===== config.mk =====
export PLATFORM = sky130hd
export DESIGN_NAME = grf_hazard_scoreboard_flat
export DESIGN_NICKNAME = d
export VERILOG_FILES = /design/src/rtl/grf_hazard_scoreboard_pkg.sv /design/src/rtl/grf_hazard_scoreboard_if.sv /design/src/rtl/grf_hazard_scoreboard_entry.sv /design/src/rtl/grf_hazard_scoreboard.sv /design/src/flat_wrapper.sv
export SDC_FILE = /design/constraint.sdc
export NUM_CORES = 1
export LEC_CHECK = 0
export CAP_MARGIN = 20
export CORE_MARGIN = 5
export CORE_UTILIZATION = 35
export DETAILED_ROUTE_END_ITERATION = 7
export HOLD_SLACK_MARGIN = 0.02
export PLACE_DENSITY_LB_ADDON = 0.08
export RECOVER_POWER = 25
export SLEW_MARGIN = 20
export SYNTH_ARGS = -nofsm -noshare
export SYNTH_HDL_FRONTEND = slang
export SYNTH_SLANG_ARGS = --single-unit

===== constraint.sdc =====
create_clock -name clk -period 7.37 [get_ports clk]
set_input_delay 1.474 -clock clk [delete_from_list [all_inputs] [get_ports clk]]
set_output_delay 1.474 -clock clk [all_outputs]
set_load 0.01 [all_outputs]

===== src/rtl/grf_hazard_scoreboard_pkg.sv =====
// ----------------------------------------------------------------------------
// grf_hazard_scoreboard_pkg
// Shared types for the decode-stage GRF hazard scoreboard: forward-select
// codes, pipeline-position encoding of an in-flight writer, the per-register
// scoreboard entry record and the helper that maps an entry to a forward select.
// ----------------------------------------------------------------------------
package grf_hazard_scoreboard_pkg;

   localparam int unsigned REG_W  = 5;
   localparam int unsigned NREG   = 32;
   localparam int unsigned TUSE_W = 2;
   localparam int unsigned TNEW_W = 2;

   typedef logic [TUSE_W-1:0] tuse_t;
   typedef logic [TNEW_W-1:0] tnew_t;
   typedef logic [REG_W-1:0]  reg_t;

   typedef enum logic [1:0] {
      FWD_GRF = 2'd0,
      FWD_E   = 2'd1,
      FWD_M   = 2'd2
   } fwd_sel_e;

   typedef enum logic [1:0] {
      POS_IDLE = 2'd0,
      POS_E    = 2'd1,
      POS_M    = 2'd2,
      POS_W    = 2'd3
   } pos_e;

   typedef struct packed {
      logic  busy;
      pos_e  pos;
      tnew_t cnt;
   } sb_entry_t;

   // A result is forwardable once its countdown has expired; a writer in W is
   // served by the GRF write-through bypass, so it maps to FWD_GRF.
   function automatic fwd_sel_e fwd_sel(input sb_entry_t e);
      fwd_sel_e sel;
      sel = FWD_GRF;
      if (e.busy && (e.cnt == '0)) begin
         case (e.pos)
            POS_E:   sel = FWD_E;
            POS_M:   sel = FWD_M;
            default: sel = FWD_GRF;
         endcase
      end
      return sel;
   endfunction

endpackage


===== src/rtl/grf_hazard_scoreboard_if.sv =====
// ----------------------------------------------------------------------------
// grf_hazard_scoreboard_if
// D-stage instruction descriptor into the scoreboard and the stall / forward
// select / mult-div busy indications back to the pipeline.
//   master : decode logic (drives d_*, receives stall/fwd/md_busy)
//   slave  : the scoreboard
// ----------------------------------------------------------------------------
interface grf_hazard_scoreboard_if;
   import grf_hazard_scoreboard_pkg::*;

   logic        d_valid;
   reg_t        d_rs;
   reg_t        d_rt;
   logic        d_rs_used;
   logic        d_rt_used;
   tuse_t       d_rs_tuse;
   tuse_t       d_rt_tuse;
   logic        d_we;
   reg_t        d_dst;
   tnew_t       d_tnew;
   logic        d_md_use;
   logic        d_md_start;
   logic        d_md_is_div;
   logic        stall;
   logic [1:0]  fwd_rs_sel;
   logic [1:0]  fwd_rt_sel;
   logic        md_busy;

   modport master (
      output d_valid, d_rs, d_rt, d_rs_used, d_rt_used, d_rs_tuse, d_rt_tuse,
             d_we, d_dst, d_tnew, d_md_use, d_md_start, d_md_is_div,
      input  stall, fwd_rs_sel, fwd_rt_sel, md_busy
   );

   modport slave (
      input  d_valid, d_rs, d_rt, d_rs_used, d_rt_used, d_rs_tuse, d_rt_tuse,
             d_we, d_dst, d_tnew, d_md_use, d_md_start, d_md_is_div,
      output stall, fwd_rs_sel, fwd_rt_sel, md_busy
   );

endinterface


===== src/rtl/grf_hazard_scoreboard_entry.sv =====
// ----------------------------------------------------------------------------
// grf_sb_entry
// One scoreboard entry: tracks the newest in-flight writer of one register.
//   clk, reset : clock, synchronous active-high reset
//   load_i     : writer issues this cycle (overrides advance/retire)
//   tnew_i     : result latency of the issuing writer
//   ent_o      : current {busy, pos, cnt}
// ----------------------------------------------------------------------------
module grf_sb_entry
   import grf_hazard_scoreboard_pkg::*;
(
   input  logic      clk,
   input  logic      reset,
   input  logic      load_i,
   input  tnew_t     tnew_i,
   output sb_entry_t ent_o
);

   sb_entry_t ent_q, ent_d;

   always_comb begin
      ent_d = ent_q;
      if (load_i) begin
         ent_d.busy = 1'b1;
         ent_d.pos  = POS_E;
         ent_d.cnt  = tnew_i;
      end else if (ent_q.busy) begin
         ent_d.cnt = (ent_q.cnt == '0) ? '0 : ent_q.cnt - TNEW_W'(1);
         case (ent_q.pos)
            POS_E:   ent_d.pos = POS_M;
            POS_M:   ent_d.pos = POS_W;
            default: ent_d   = '0;   // leaves W: value now in the GRF
         endcase
      end
   end

   always_ff @(posedge clk) begin
      if (reset) ent_q <= '0;
      else       ent_q <= ent_d;
   end

   assign ent_o = ent_q;

endmodule


===== src/rtl/grf_hazard_scoreboard.sv =====
// ----------------------------------------------------------------------------
// grf_hazard_scoreboard
// Decode-stage hazard controller: per-register writer tracking, mult/div busy
// window, D-stage stall and forward selects for the two GRF read ports.
//   clk, reset : clock, synchronous active-high reset
//   sb (slave) : D-stage descriptor in; stall, fwd_rs_sel, fwd_rt_sel,
//                md_busy out (all outputs combinational from state + D inputs)
// ----------------------------------------------------------------------------
module grf_hazard_scoreboard
   import grf_hazard_scoreboard_pkg::*;
#(
   parameter int unsigned MULT_CYC = 5,
   parameter int unsigned DIV_CYC  = 10,
   parameter int unsigned CNT_W    = 4
)(
   input  logic                  clk,
   input  logic                  reset,
   grf_hazard_scoreboard_if.slave sb
);

   sb_entry_t        ents [NREG];
   sb_entry_t        e_rs, e_rt;
   logic             hz_rs, hz_rt, hz_md;
   logic             stall_w, issue;
   logic [CNT_W-1:0] md_cnt_q, md_cnt_d;

   // Register 0 is never tracked, so a $0 source always reads as idle.
   assign ents[0] = '0;

   for (genvar r = 1; r < NREG; r++) begin : g_ent
      logic load;
      assign load = issue & sb.d_we & (sb.d_dst == REG_W'(r));
      grf_sb_entry u_ent (
         .clk    (clk),
         .reset  (reset),
         .load_i (load),
         .tnew_i (sb.d_tnew),
         .ent_o  (ents[r])
      );
   end

   always_comb begin
      e_rs    = ents[sb.d_rs];
      e_rt    = ents[sb.d_rt];
      hz_rs   = sb.d_rs_used & e_rs.busy & (e_rs.cnt > sb.d_rs_tuse);
      hz_rt   = sb.d_rt_used & e_rt.busy & (e_rt.cnt > sb.d_rt_tuse);
      hz_md   = sb.d_valid & sb.d_md_use & (md_cnt_q != '0);
      stall_w = sb.d_valid & (hz_rs | hz_rt | hz_md);
      issue   = sb.d_valid & ~stall_w;
   end

   always_comb begin
      md_cnt_d = md_cnt_q;
      if (issue & sb.d_md_start)
         md_cnt_d = sb.d_md_is_div ? CNT_W'(DIV_CYC) : CNT_W'(MULT_CYC);
      else if (md_cnt_q != '0)
         md_cnt_d = md_cnt_q - CNT_W'(1);
   end

   always_ff @(posedge clk) begin
      if (reset) md_cnt_q <= '0;
      else       md_cnt_q <= md_cnt_d;
   end

   assign sb.stall      = stall_w;
   assign sb.fwd_rs_sel = fwd_sel(e_rs);
   assign sb.fwd_rt_sel = fwd_sel(e_rt);
   assign sb.md_busy    = (md_cnt_q != '0);

endmodule


===== src/flat_wrapper.sv =====
// flat-port wrapper written by rule: the top's interface ports become plain ports
module grf_hazard_scoreboard_flat import grf_hazard_scoreboard_pkg::*;
#(
   parameter int unsigned MULT_CYC = 5,
   parameter int unsigned DIV_CYC  = 10,
   parameter int unsigned CNT_W    = 4
)
  (clk, reset, sb_d_valid, sb_d_rs, sb_d_rt, sb_d_rs_used, sb_d_rt_used, sb_d_rs_tuse, sb_d_rt_tuse, sb_d_we, sb_d_dst, sb_d_tnew, sb_d_md_use, sb_d_md_start, sb_d_md_is_div, sb_stall, sb_fwd_rs_sel, sb_fwd_rt_sel, sb_md_busy);
  grf_hazard_scoreboard_if sb_i ();
  input  logic clk;
  input  logic reset;
  input wire logic [$bits(sb_i.d_valid)-1:0] sb_d_valid;
  input wire logic [$bits(sb_i.d_rs)-1:0] sb_d_rs;
  input wire logic [$bits(sb_i.d_rt)-1:0] sb_d_rt;
  input wire logic [$bits(sb_i.d_rs_used)-1:0] sb_d_rs_used;
  input wire logic [$bits(sb_i.d_rt_used)-1:0] sb_d_rt_used;
  input wire logic [$bits(sb_i.d_rs_tuse)-1:0] sb_d_rs_tuse;
  input wire logic [$bits(sb_i.d_rt_tuse)-1:0] sb_d_rt_tuse;
  input wire logic [$bits(sb_i.d_we)-1:0] sb_d_we;
  input wire logic [$bits(sb_i.d_dst)-1:0] sb_d_dst;
  input wire logic [$bits(sb_i.d_tnew)-1:0] sb_d_tnew;
  input wire logic [$bits(sb_i.d_md_use)-1:0] sb_d_md_use;
  input wire logic [$bits(sb_i.d_md_start)-1:0] sb_d_md_start;
  input wire logic [$bits(sb_i.d_md_is_div)-1:0] sb_d_md_is_div;
  output wire logic [$bits(sb_i.stall)-1:0] sb_stall;
  output wire logic [$bits(sb_i.fwd_rs_sel)-1:0] sb_fwd_rs_sel;
  output wire logic [$bits(sb_i.fwd_rt_sel)-1:0] sb_fwd_rt_sel;
  output wire logic [$bits(sb_i.md_busy)-1:0] sb_md_busy;
  assign sb_i.d_valid = sb_d_valid;
  assign sb_i.d_rs = sb_d_rs;
  assign sb_i.d_rt = sb_d_rt;
  assign sb_i.d_rs_used = sb_d_rs_used;
  assign sb_i.d_rt_used = sb_d_rt_used;
  assign sb_i.d_rs_tuse = sb_d_rs_tuse;
  assign sb_i.d_rt_tuse = sb_d_rt_tuse;
  assign sb_i.d_we = sb_d_we;
  assign sb_i.d_dst = sb_d_dst;
  assign sb_i.d_tnew = sb_d_tnew;
  assign sb_i.d_md_use = sb_d_md_use;
  assign sb_i.d_md_start = sb_d_md_start;
  assign sb_i.d_md_is_div = sb_d_md_is_div;
  assign sb_stall = sb_i.stall;
  assign sb_fwd_rs_sel = sb_i.fwd_rs_sel;
  assign sb_fwd_rt_sel = sb_i.fwd_rt_sel;
  assign sb_md_busy = sb_i.md_busy;
  grf_hazard_scoreboard #(.MULT_CYC(MULT_CYC), .DIV_CYC(DIV_CYC), .CNT_W(CNT_W)) u_core (.clk(clk), .reset(reset), .sb(sb_i));
endmodule

# Word-level counts from Yosys, hierarchy flattened
# Cells that the tools add are included.
# totals
input_bits	30
ff_bits	159
output_inout_bits	6
wordCells	633
# op_classes
addsub	32
bitwise_logic	46
n_eq_ne	97
mux	199
magnitude_cmp	4
reduce_logical	130
# ops
operator	count
$mux 5	66
$pmux 2 s2	33
$mux 2	64
$reduce_or 2->1	62
$eq 5x5->1 const B	16
$eq 2x1->1 const B	33
$eq 2x2->1 const B	33
$logic_not 2->1	33
$reduce_bool 2->1	32
$sub 2x1->2 const B	31
$bmux 5 s5	2
$and 1x1->1	41
$eq 5x4->1 const B	8
$mux 1	31
$eq 5x3->1 const B	4
$ge 6x6->1 const B	2
$mux 4	3
$not 5->6	2
$eq 5x2->1 const B	2
$eq 5x1->1 const B	1
$gt 2x2->1	2
$reduce_bool 4->1	1
$sub 4x1->4 const B	1
$logic_and 1x1->1	2
other kinds (2)	3

# Longest topological paths before layout
# depth
depth_word	14
depth_mapped	15
ltp_nobuf	12

# By module
# From an unflattened synthesis, not the netlist that was laid out.
# hier_totals
hier_cells	1071
area_unflattened_um2	10324.9
# modules_own_cells
mod	seq_area_each_um2	instances	area_each_um2	cells_per_inst
grf_sb_entry	100.1	31	225.2	25
grf_hazard_scoreboard	80.1	1	3343.2	296

# Least setup slack after synthesis
# OpenSTA, ideal clock, no wires.
# synth_path
path_type	input to output
start	input sb_d_rs[0]
end	output sb_stall
path_buffers	4
cell_stages	13
required_ps	5896
slack_ps	1278
t_arrival_ps	4618
cell_sequence	clkbuf_1 clkbuf_1 buf_2 mux4_2 mux4_2 nor2_1 nor2_1 ha_1 a21oi_1 nor2_1 a221oi_4 buf_6 nor2b_1
# synth_between
elab_chain_len	9
elab_cells_between_ends	10
cone_classes	order compare (1); mux (3); bitwise (6)
# synth_lines
item	line	rtl
from (decl)	flat_wrapper.sv:13	input wire logic [$bits(sb_i.d_rs)-1:0] sb_d_rs;
$not 5->6 (not written as such) (*)	grf_hazard_scoreboard.sv:43	e_rs = ents[sb.d_rs];
$bmux 5 s5 (*)	grf_hazard_scoreboard.sv:43	
$mux 5 (not written as such) (*) (2 in a row)	grf_hazard_scoreboard.sv:43	
$gt 2x2->1 / $and 1x1->1 (equally long branches)	grf_hazard_scoreboard.sv:45	hz_rs = sb.d_rs_used & e_rs.busy & (e_rs.cnt > sb.d_rs_tuse);
$and 1x1->1 (*)	grf_hazard_scoreboard.sv:45	
$or 1x1->1 (*) (2 in a row)	grf_hazard_scoreboard.sv:48	stall_w = sb.d_valid & (hz_rs | hz_rt | hz_md);
$and 1x1->1 (*)	grf_hazard_scoreboard.sv:48	
to (decl)	flat_wrapper.sv:25	output wire logic [$bits(sb_i.stall)-1:0] sb_stall;
# Every way passes the cells marked *; elsewhere a longest branch is shown, timed or not. The select of a mux whose other input is x is not followed.

# Worst setup path after layout
# layout_path
start	input sb_d_rt[0]
end	output sb_stall
# layout_between
elab_chain_len	9
elab_cells_between_ends	10
cone_classes	order compare (1); mux (3); bitwise (6)
# layout_lines
item	line	rtl
from (decl)	flat_wrapper.sv:14	input wire logic [$bits(sb_i.d_rt)-1:0] sb_d_rt;
$not 5->6 (not written as such) (*)	grf_hazard_scoreboard.sv:44	e_rt = ents[sb.d_rt];
$bmux 5 s5 (*)	grf_hazard_scoreboard.sv:44	
$mux 5 (not written as such) (*) (2 in a row)	grf_hazard_scoreboard.sv:44	
$gt 2x2->1 / $and 1x1->1 (equally long branches)	grf_hazard_scoreboard.sv:46	hz_rt = sb.d_rt_used & e_rt.busy & (e_rt.cnt > sb.d_rt_tuse);
$and 1x1->1 (*)	grf_hazard_scoreboard.sv:46	
$or 1x1->1 (*) (2 in a row)	grf_hazard_scoreboard.sv:48	
$and 1x1->1 (*)	grf_hazard_scoreboard.sv:48	
# Marked as above.

==> key figures <==
Cells and area
  • Most frequent cells in the layout: dfxtp_1, inv_1, a21oi_1
  • Synth-to-Final Area Change: 11.34%
  • # diodes: 0
  • Share of layout cells above drive strength 1: 19.56%
  • Area of the multi-input gates: 0.006409 mm²
  • Fill cells: 2901
  • Nets: 1102
  • Register area: 0.003183 mm²
  • Most common cell after layout, fill and taps aside: dfxtp_1

Power
  • P per Cell Area: 178.8 mW/mm²
  • Internal: 1.456 mW
  • Leak: 4.181 nW
  • Switching power total: 601.5 µW
  • Sequential Power Share: 43.0%
  • Final Total Pwr: 2.057 mW
  • Clock share of power: 43.7%
  • Comb power frac: 13.3%
  • VDD IR max: 142.9 µV
  • Fraction of power spent switching nets: 29.23%

STA
  • Unrepaired setup endpoints after global routing: false
  • Worst Setup Slack, final: 675.2 ps
  • Setup-failing EPs final: 0
  • Headroom to the max-slew limit: 33.48%
  • Slew Limit Fails: 0
  • Achievable Freq: 149.4 MHz
  • Period Utilization, post-route: 90.84%
  • Hold slack: 525.7 ps
  • Period minus WS final: 6695 ps
  • Fin Clk Skew: 19.38 ps
  • Post-Route Setup TNS: 0 ps
  • Final hold violation count: 0
  • Worst-Margin Slew: 997.7 ps

Floorplanning
  • I/O Pins: 36
  • Core Rows: 63
  • Die Area: 0.03307 mm²
  • Chip width: 181.9 µm
  • Initial core utilization: 35.16%
  • Die height: 181.9 µm
  • Core box area: 0.02940 mm²

GRT
  • Largest net degree at the start of global routing: 87
  • GRT Total Usage: 18.69%
  • Global route total overflow: 0
  • Vias in the first global route: 7540
  • Initial antenna violation count: 1
  • First-pass GRT wire length: 47560 µm

Flow run
  • Number of max-cap violations: 0

Drt
  • 1st-pass router iterations: 5
  • 1st-iter DRT viols: 535
  • DR WL/cell: 21.32 µm
  • DRT antenna net count: 0
  • Via count: 7782
  • Via density: 5.412
  • DRC viols: 0
  • Routed WL: 30660 µm

Clocking
  • Clk sink count: 159
  • Post-CTS Setup Inserts: 0
  • Clock transition at the registers of the reported paths: 70 ps
  • Max clock buf depth: 2
  • CTS tree: built
  • CTS buffer count: 17
  • Post-cts resize count: 0
  • CTS Hold Buffers Added: 0
  • Clk Latency, worst-skew pair: 430 ps
  • # H-tree levels: 4
  • Clock Tree Root: clkbuf_16

Yosys
  • Avg Cell Area, Syn: 10.17 µm²
  • Synth unique cells: 46
  • YS warnings: 0
  • Seq/Total Area, Yosys: 30.79%
  • Cells after Synth: 1016
  • Synthesized Nets: 1083
  • Synthesized flop and latch total: 159
  • Post-synthesis cell area: 0.01034 mm²

Worst setup path
  • Critical path, cell by cell: buf_2 > buf_4 > mux4_2 > mux4_2 > mux2i_1 > ha_1 > inv_1 > a21oi_1 > nor2_1 > a221oi_1 > nor2b_1 > clkdlybuf4s50_1
  • Critical Path Most Common Cell: mux4_2
  • Worst Path Max Fanout: 28
  • CP max-delay cell: buf_2
  • Crit path kind: input port to output port
  • FF-to-FF End: u_core.g_ent[6].u_ent.ent_o[0]
  • Max incr delay on CP: 620 ps
  • Crit start category: input port
  • R2R cell count: 11
  • Crit path DAT: 5220 ps
  • Reg-to-reg critical path startpoint: u_core.g_ent[31].u_ent.ent_o[1]
  • CP endpoint kind: output port
  • Worst R2R Setup Slack: 2840 ps
  • WP data required: 5900 ps

Placement
  • DP HPWL: 22520 µm
  • Pre-CTS WS: 862.8 ps
  • Gpl congestion: 0.8237
  • Port bufs: 35

Min path
  • Hold Path End: u_core.g_ent[22].u_ent.ent_o[1]
  • Tightest Hold Check Type: flip-flop to flip-flop
  • Hold path startpoint: u_core.g_ent[22].u_ent.ent_o[1]
  • Hold path cells: 2

Outcome
  • Status: completed
layer usage:
| metal | part of all wire (%) | wire length, µm | GRT usage [%] |
|---|---|---|---|
| met4 | 1.7 | 518 | 4.653 |
| met5 | 0.023 | 7 | 0 |
| met1 | 50 | 15460 | 28.16 |
| met2 | 44 | 13560 | 28.17 |
| met3 | 3.6 | 1110 | 2.644 |
kinds of logic after synthesis:
| logic type | share of synthesized area [%] |
|---|---|
| and+or+nand+nor | 18.22 |
| muxes | 29.75 |
| AOI/OAI and AO/OA | 10.45 |
| DFF | 30.79 |
| buffers and inverters | 6.148 |
| adders and majority gates | 4.478 |
| xor gates and xnor gates | 0.1695 |
critical path: cells and delay by family:
kind	cells	cell delay [ps]
AND/OR/NAND/NOR	2	160
AO/OA/AOI/OAI	2	700
buffers and inverters	4	1500
multiplexers	3	1190
adder cells (fa/ha/maj)	1	180
how the worst max path moves through the flow:
stage	from	to	slack, ps	cells past startpoint
after detailed placement	sb_d_rt[0]	sb_stall	860	12
after global routing	sb_d_rt[0]	sb_stall	380	12
final	sb_d_rt[0]	sb_stall	680	12
after global placement	sb_d_rt[0]	sb_stall	870	12
after CTS	sb_d_rt[0]	sb_stall	860	12
after floorplan	sb_d_rs[0]	sb_stall	1280	13
area by class of cell:
type	instances	area share [%]
Multi-Input combinational cell	700	55.68
Inverter	103	3.359
Tap cell	390	4.240
Clock inverter	14	1.272
Sequential cell	159	27.66
Timing Repair Buffer	54	4.066
Clock buffer	18	3.729
cells in the mapped netlist (all sizes together):
library cell | n | area share, %
dfxtp | 159 | 31
inv | 102 | 3.7
a21oi | 100 | 4.8
mux2i | 95 | 9.2
mux4 | 74 | 16
o21ai | 68 | 3.3
nand2b | 63 | 3.8
nand3 | 40 | 3.3
ha | 37 | 4.5
clkbuf | 36 | 1.3
mux2 | 34 | 4.4
and3b | 32 | 2.7
nand3b | 32 | 2.3
or3b | 30 | 2.5
nand2 | 19 | 0.69
buf | 18 | 1.1
nor2 | 14 | 0.51
nor2b | 11 | 0.67
nor3b | 10 | 0.82
a22o | 8 | 0.68
a22oi | 5 | 0.36
a311oi | 4 | 0.34
nand4 | 4 | 0.30
nor3 | 3 | 0.15
o31ai | 3 | 0.22
a221oi | 2 | 0.34
and2 | 2 | 0.12
and3 | 2 | 0.12
o211ai | 2 | 0.15
xnor2 | 2 | 0.17
clkinv | 1 | 0.036
o2111ai | 1 | 0.15
o41ai | 1 | 0.085
or3 | 1 | 0.061
or4 | 1 | 0.073
power by group through the flow:
stage	registers (mW)	logic [mW]	clock network, mW
final	0.884	0.274	0.899
after global placement	0.905	0.299	0
after detailed placement	0.904	0.299	0
after CTS	0.884	0.299	0.923
after floorplan	0.900	0.216	0
after global routing	0.886	0.299	0.959
flip-flops by register name, summed over array words and instances, names as in the netlist:
name / cells
u_core.g_ent.u_ent.ent_o: 155
u_core.md_cnt_q: 4
metrics by stage:
stage                     instances  area, µm²  utilization [%]
after floorplan                1016      10340                -
after global placement         1406      11050            37.60
after detailed placement       1406      11050            37.60
after CTS                      1438      11630            39.55
after global routing           1438      11510            39.15
final                          1438      11510            39.15
Power figures use the tool's default switching activity.
